`src/rtl/rv_mem_if.sv`:
```
// rv_mem_if: single-outstanding memory access unit between the multicycle core and a req/ack word memory.
// Latency: request sampled at E0 -> mem_req next cycle; cpu_ready 2 cycles after E0 with a zero-wait ack (+1 per wait), 1 cycle for misaligned.
// Backpressure: cpu_req is only sampled in IDLE; memory stalls are absorbed in ACCESS. Optional timeout: define RV_MEM_TIMEOUT_EN.
module rv_mem_if #(
  parameter int ADDR_W      = 32,
  parameter int DATA_W      = 32,
  parameter int TIMEOUT_CYC = 16
) (
  input  logic              clk,
  input  logic              rst,
  input  logic              cpu_req,
  input  logic              cpu_we,
  input  logic [ADDR_W-1:0] cpu_addr,
  input  logic [DATA_W-1:0] cpu_wdata,
  output logic [DATA_W-1:0] cpu_rdata,
  output logic              cpu_ready,
  output logic              cpu_err,
  output logic              cpu_busy,
  output logic              mem_req,
  output logic              mem_we,
  output logic [ADDR_W-1:0] mem_addr,
  output logic [DATA_W-1:0] mem_wdata,
  input  logic [DATA_W-1:0] mem_rdata,
  input  logic              mem_ack
);

  typedef enum logic [1:0] {IDLE, ACCESS, RESP} state_t;

  state_t state, state_nxt;
  logic   err_flag;
  logic   acc_tout;
  logic   req_aligned;

  // A timeout outside 2..65535 cannot be honoured by the counter; stop elaboration early.
  if (TIMEOUT_CYC < 2 || TIMEOUT_CYC > 65535) begin : g_bad_timeout
    $error("rv_mem_if: TIMEOUT_CYC must be within 2..65535");
  end

  assign req_aligned = (cpu_addr[1:0] == 2'b00);

`ifdef RV_MEM_TIMEOUT_EN
  localparam int              CNT_W    = $clog2(TIMEOUT_CYC + 1);
  localparam logic [CNT_W-1:0] CNT_LAST = CNT_W'(TIMEOUT_CYC - 1);

  logic [CNT_W-1:0] tout_cnt;

  // Count un-acked ACCESS cycles; held at zero outside ACCESS so every entry starts fresh.
  always_ff @(posedge clk or posedge rst) begin
    if (rst) begin
      tout_cnt <= '0;
    end else if (state != ACCESS) begin
      tout_cnt <= '0;
    end else if (!mem_ack) begin
      tout_cnt <= tout_cnt + CNT_W'(1);
    end
  end

  // Give up on the cycle the count would reach TIMEOUT_CYC; a same-cycle ack takes priority.
  assign acc_tout = (state == ACCESS) && !mem_ack && (tout_cnt == CNT_LAST);
`else
  assign acc_tout = 1'b0;
`endif

  // State register; reset abandons any in-flight transaction.
  always_ff @(posedge clk or posedge rst) begin
    if (rst) state <= IDLE;
    else     state <= state_nxt;
  end

  // Next-state: IDLE launches or rejects, ACCESS waits for ack (or timeout), RESP lasts one cycle.
  always_comb begin
    state_nxt = state;
    case (state)
      IDLE:    if (cpu_req) state_nxt = req_aligned ? ACCESS : RESP;
      ACCESS:  if (mem_ack || acc_tout) state_nxt = RESP;
      RESP:    state_nxt = IDLE;
      default: state_nxt = IDLE;
    endcase
  end

  // Registered memory-side signals, read data capture and the error flag reported in RESP.
  always_ff @(posedge clk or posedge rst) begin
    if (rst) begin
      mem_req   <= 1'b0;
      mem_we    <= 1'b0;
      mem_addr  <= '0;
      mem_wdata <= '0;
      cpu_rdata <= '0;
      err_flag  <= 1'b0;
    end else begin
      case (state)
        IDLE: begin
          if (cpu_req) begin
            if (req_aligned) begin
              mem_req   <= 1'b1;
              mem_we    <= cpu_we;
              mem_addr  <= cpu_addr;
              mem_wdata <= cpu_wdata;
              err_flag  <= 1'b0;
            end else begin
              err_flag  <= 1'b1;
            end
          end
        end
        ACCESS: begin
          if (mem_ack) begin
            mem_req  <= 1'b0;
            mem_we   <= 1'b0;
            err_flag <= 1'b0;
            if (!mem_we) cpu_rdata <= mem_rdata;
          end else if (acc_tout) begin
            mem_req  <= 1'b0;
            mem_we   <= 1'b0;
            err_flag <= 1'b1;
          end
        end
        default: begin
        end
      endcase
    end
  end

  assign cpu_ready = (state == RESP);
  assign cpu_err   = (state == RESP) && err_flag;
  assign cpu_busy  = (state != IDLE);

endmodule

```
`config.mk`:
```
export PLATFORM = sky130hd
export DESIGN_NAME = rv_mem_if
export DESIGN_NICKNAME = d
export VERILOG_FILES = /design/src/rtl/rv_mem_if.sv
export SDC_FILE = /design/constraint.sdc
export NUM_CORES = 1
export LEC_CHECK = 0
export ABC_AREA = 1
export CELL_PAD_IN_SITES_DETAIL_PLACEMENT = 0
export CELL_PAD_IN_SITES_GLOBAL_PLACEMENT = 1
export CORE_MARGIN = 2
export CORE_UTILIZATION = 33
export CTS_BUF_LIST = sky130_fd_sc_hd__clkbuf_2 sky130_fd_sc_hd__clkbuf_4 sky130_fd_sc_hd__clkbuf_8
export DETAILED_ROUTE_END_ITERATION = 12
export GPL_TIMING_DRIVEN = 0
export MAX_ROUTING_LAYER = met4
export PLACE_DENSITY = 0.88
export SLEW_MARGIN = 20
export SYNTH_ARGS = -nofsm -noshare
export SYNTH_HDL_FRONTEND = slang
export SYNTH_SLANG_ARGS = --single-unit
```
`constraint.sdc`:
```
create_clock -name clk -period 9.1 [get_ports clk]
set_clock_uncertainty 0.1 [all_clocks]
set_input_delay 0.91 -clock clk [delete_from_list [all_inputs] [get_ports clk]]
set_output_delay 0.91 -clock clk [all_outputs]
set_load 0.005 [all_outputs]
```
== Word level (Yosys, flattened, before mapping) ==
Index checks and enable logic that the tools add are counted.
Storage, ports and cells
  register bits: 101
  bits in latches: 0
  memory bits (writable): 0
  bits in read-only memories: 0
  bits of input ports: 101
  output and inout port bits: 101
  logic and storage cells: 37
  memories kept: 0
Cells by class
  $add $sub $neg: 0
  multipliers: 0
  div/mod/pow operators: 0
  order comparisons: 0
  eq/ne operators: 5
  shift operators: 0
  multiplexer cells: 14
  bitwise logic cells: 1
  reductions and logical operators: 10
Operators by type and width (number)
  $reduce_and 3->1: 3
  $mux 1: 7
  $mux 2: 3
  $ne 2x2->1 const B: 3
  $pmux 1 s2: 3
  $logic_not 2->1: 2
  $pmux 2 s2: 1
  $reduce_and 4->1: 1
  $reduce_bool 2->1: 2
  $eq 2x1->1 const B: 1
  $eq 2x2->1 const B: 1
  $reduce_and 2->1: 1
  $logic_and 1x1->1: 1
  $not 1->1: 1

== Depth between registers and ports, before layout ==
  word-level depth: 4
  depth in mapped cells: 7
  depth with buffers taken out: 7

== Least setup slack after synthesis ==
Ideal clock, no wire load.
  path type: input port to flip-flop
  start point: in cpu_addr[1]
  end point: reg mem_wdata[20]
  library setup time: 0.117 ns
  data arrival time: 1.503 ns
  data required time: 8.883 ns
  setup slack: 7.379 ns
  stages: 6
  buffers on the path: 2
  cells stage by stage: inv_1 -> nand4_2 -> buf_4 -> buf_6 -> nand2_1 -> o21ai_2
On the way
  word-level cells in the longest chain between the ends: 2
RTL lines
  from (decl): RTL line 13  | input logic [ADDR_W-1:0] cpu_addr,
  $logic_not 2->1: RTL line 39  | assign req_aligned = (cpu_addr[1:0] == 2'b00);
  $reduce_and 3->1 (no line)
  to (signal assigned): RTL line 98  | mem_wdata <= cpu_wdata;
  to (decl): RTL line 22  | output logic [DATA_W-1:0] mem_wdata,
Every way passes these cells.
A chain may end at the register's enable or synchronous reset.

== Worst setup path after layout ==
  start point: reg state[0]
  end point: out cpu_err
On the way
  word-level cells in the longest chain between the ends: 2
RTL lines
  from (decl): RTL line 29  | state_t state, state_nxt;
  from (signal assigned): RTL line 67  | else state <= state_nxt;
  $eq 2x2->1: RTL line 124  | assign cpu_err = (state == RESP) && err_flag;
  $logic_and 1x1->1: RTL line 124
  to (decl): RTL line 17  | output logic cpu_err,
Every way passes these cells.

==> impl_metrics.csv <==
group,metric,value,unit
floorplanning,start_util,33.88,%
drt,highest_layer,"met4",
clocking,ctsHoldBuffers,0,
floorplanning,die_w,117.8,um
clocking,numCtsBuffers,9,
synth,synthCells,449,
drt,vias,3671,
placed_design,dpl.cell_count,823,
pwr,powerDensity,243.2,nW/um^2
clocking,tritoncts,"built",
layout,syn_to_final_growth,57.42,%
drt,wl,11260,um
sta,slew_headroom,69.19,%
status,status,"finished, final reports clean",
global_route,gr-usage-all-layers,17.16,%
global_route,grt_pass1_vias,3717,
placed_design,port_buffers,201,
layout,drive_above_1_share,13.04,%
placed_design,place_area,6535,um^2
pwr,peakVddDrop,130.7,uV
floorplanning,fp-row-count,41,
clocking,cts_root_buf,"clkbuf_8",
floorplanning,coreArea,12620,um^2
global_route,gr-total-overflow,0,
drt,vias_per_cell,4.375,
layout,final_nets,763,
clocking,clkSlewWorstSetupHoldPaths,0.09,ns
pwr,p_leak,3.356,nW
layout,final_common_cell,"clkdlybuf4s50_1",
synth,synth_seq_area_share,59.12,%
pwr,swShare,29.66,%
synth,syn_nets,550,
drt,drtIter0Drc,205,
setup_path,startpoint_type,"flip-flop",
layout,fin_util,53.33,%
sta,layout_min_cycle_time,2.600,ns
hold_path,hp-class,"flip-flop to flip-flop",
floorplanning,dieArea,13880,um^2
sta,worst_pin_slew,0.4621,ns
pwr,share_seq_of_total_power,42.8,%
floorplanning,io_pins,202,
placed_design,dp_hpwl,8414,um
sta,period_share,28.57,%
sta,rsz0062_at_grt,"no",
clocking,cts_buffer_depth,2,
drt,met3_length,755,um
drt,wl_met2,5298,um
layout,antenna-diode-count,0,
drt,drcViolationCount,0,
sta,timing.setup.tns,0,ns
pwr,p_sw,0.0004855,W
layout,final_cell_mix,"201 x clkdlybuf4s50_1, 142 x nand2_1, 101 x dfrtp_1",
layout,multi_input_area,1234,um^2
synth,netlist-cell-type-count,19,
synth,ys_ff_latch,101,
drt,wl_per_cell,13.42,um
layout,post-route-cell-area,6730,um^2
synth,syn_area_per_cell,9.522,um^2
pwr,combPwrFrac,39.6,%
setup_path,worstPathMaxFanout,6,
synth,yosys_warnings,0,
sta,hold_violations,0,
pwr,cellInternalPower,0.001151,W
clocking,insertion_delay,0.36,ns
drt,antenna_left,0,
hold_path,min_from,"cpu_rdata[19]$_DFFE_PP0P_",
global_route,grt_pass1_wl,18570,um
global_route,antenna_found_initial,0,
clocking,clock-sinks,101,
drt,drt-met1-wl,5001,um
sta,slew_viol_final,0,
drt,dr.pass1.iters,4,
placed_design,place_congestion,0.7839,
global_route,grt_max_degree,55,
layout,nFillCells,1155,
floorplanning,die_y,117.8,um
setup_path,r2r_start,"state[0]$_DFFE_PP0P_",
sta,finalSetupViolations,0,
job,max_cap_viol_count,0,
clocking,cts_resized,0,
pwr,pwr-share-clk,17.5,%
layout,fin_cells,839,
clocking,cts_max_level,3,
setup_path,cp-end-kind,"output pin",
setup_path,critPathLaunch,"state[0]$_DFFE_PP0P_",
setup_path,path_class,"flip-flop to output pin",
layout,seq_area,2527,um^2
synth,syn-cell-area,4275,um^2
sta,max_freq,0.3846,GHz
setup_path,required,8.09,ns
clocking,cts_setup_buffers,0,
setup_path,crit_arrival,1.59,ns
-- flip-flops by register name, summed over array words and instances, names as in the netlist --
register / flops
mem_req: 1
cpu_rdata: 32
mem_addr: 32
state: 2
mem_wdata: 32
err_flag: 1
mem_we: 1
-- power groups by stage --
| stage | sequential [W] | clock, W | combinational [W] |
|---|---|---|---|
| 2_1_floorplan | 0.000715 | 0 | 0.000215 |
| 3_3_place_gp | 0.000702 | 0 | 0.000645 |
| 3_5_place_dp | 0.000707 | 0 | 0.000657 |
| 4_1_cts | 0.000701 | 0.000299 | 0.000659 |
| 5_1_grt | 0.000723 | 0.000318 | 0.000707 |
| 6_report | 0.000701 | 0.000287 | 0.000649 |
-- cells in the mapped netlist (all sizes together) --
cell type	n	area [um^2]
inv	77	289.0
nand3	34	170.2
a21oi	1	5.000
nor3	1	5.000
nand4	1	12.51
nand2	143	544.3
nor2	4	25.03
buf	23	225.2
o21ai	63	465.5
dfrtp	101	2527
o22ai	1	6.260
-- kinds of logic (layout without fill, tap and decap cells) --
logic type / count (synthesis) / count (layout) / share of synthesized area (%)
simple gates: 183 / 183 / 17.71
compound gates: 65 / 65 / 11.15
buf+inv: 100 / 318 / 12.03
flops: 101 / 101 / 59.12
-- worst max-delay path, stage by stage, from the launching register on --
cell             delay (ns)
dfrtp_1                0.46
nor3_1                 0.22
clkdlybuf4s50_1        0.55
-- metal layers --
| metal | vias up | global-route usage, % |
|---|---|---|
| met1 | 1724 | 21.64 |
| li1 | 1786 | - |
| met4 | 0 | 6.401 |
| met5 | - | - |
| met2 | 145 | 26.42 |
| met3 | 16 | 4.797 |
-- cell type report --
cell class	instances	share of cell area [%]
tap	172	3.198
multi-input combinational	248	18.33
clock buffer	11	2.157
buffer	23	3.346
inverter	77	4.369
sequential	101	37.55
clock inverter	5	0.7436
timing repair buffer	202	30.30
-- stage by stage --
stage	hold slack [ns]	power, W	setup WS (ns)
2_1_floorplan	0.3597	0.0009302	5.443
3_3_place_gp	0.3494	0.001347	3.927
3_5_place_dp	0.3574	0.001364	6.735
4_1_cts	0.3803	0.001660	6.466
5_1_grt	0.3958	0.001748	6.419
6_report	0.3746	0.001637	6.500
-- path summary, 6_finish.rpt --
check	endpoint	slack, ns	depth (start not counted)
setup / recovery	cpu_err	6.50	2
hold / removal	cpu_rdata[19]$_DFFE_PP0P_	0.37	2
setup reg to reg	mem_wdata[23]$_DFFE_PP0P_	7.68	6
hold reg to reg	cpu_rdata[19]$_DFFE_PP0P_	0.37	2
max in group asynchronous	mem_addr[11]$_DFFE_PP0P_	7.45	3
min in group asynchronous	cpu_rdata[5]$_DFFE_PP0P_	0.83	2
(Power assumes the default switching activity.)
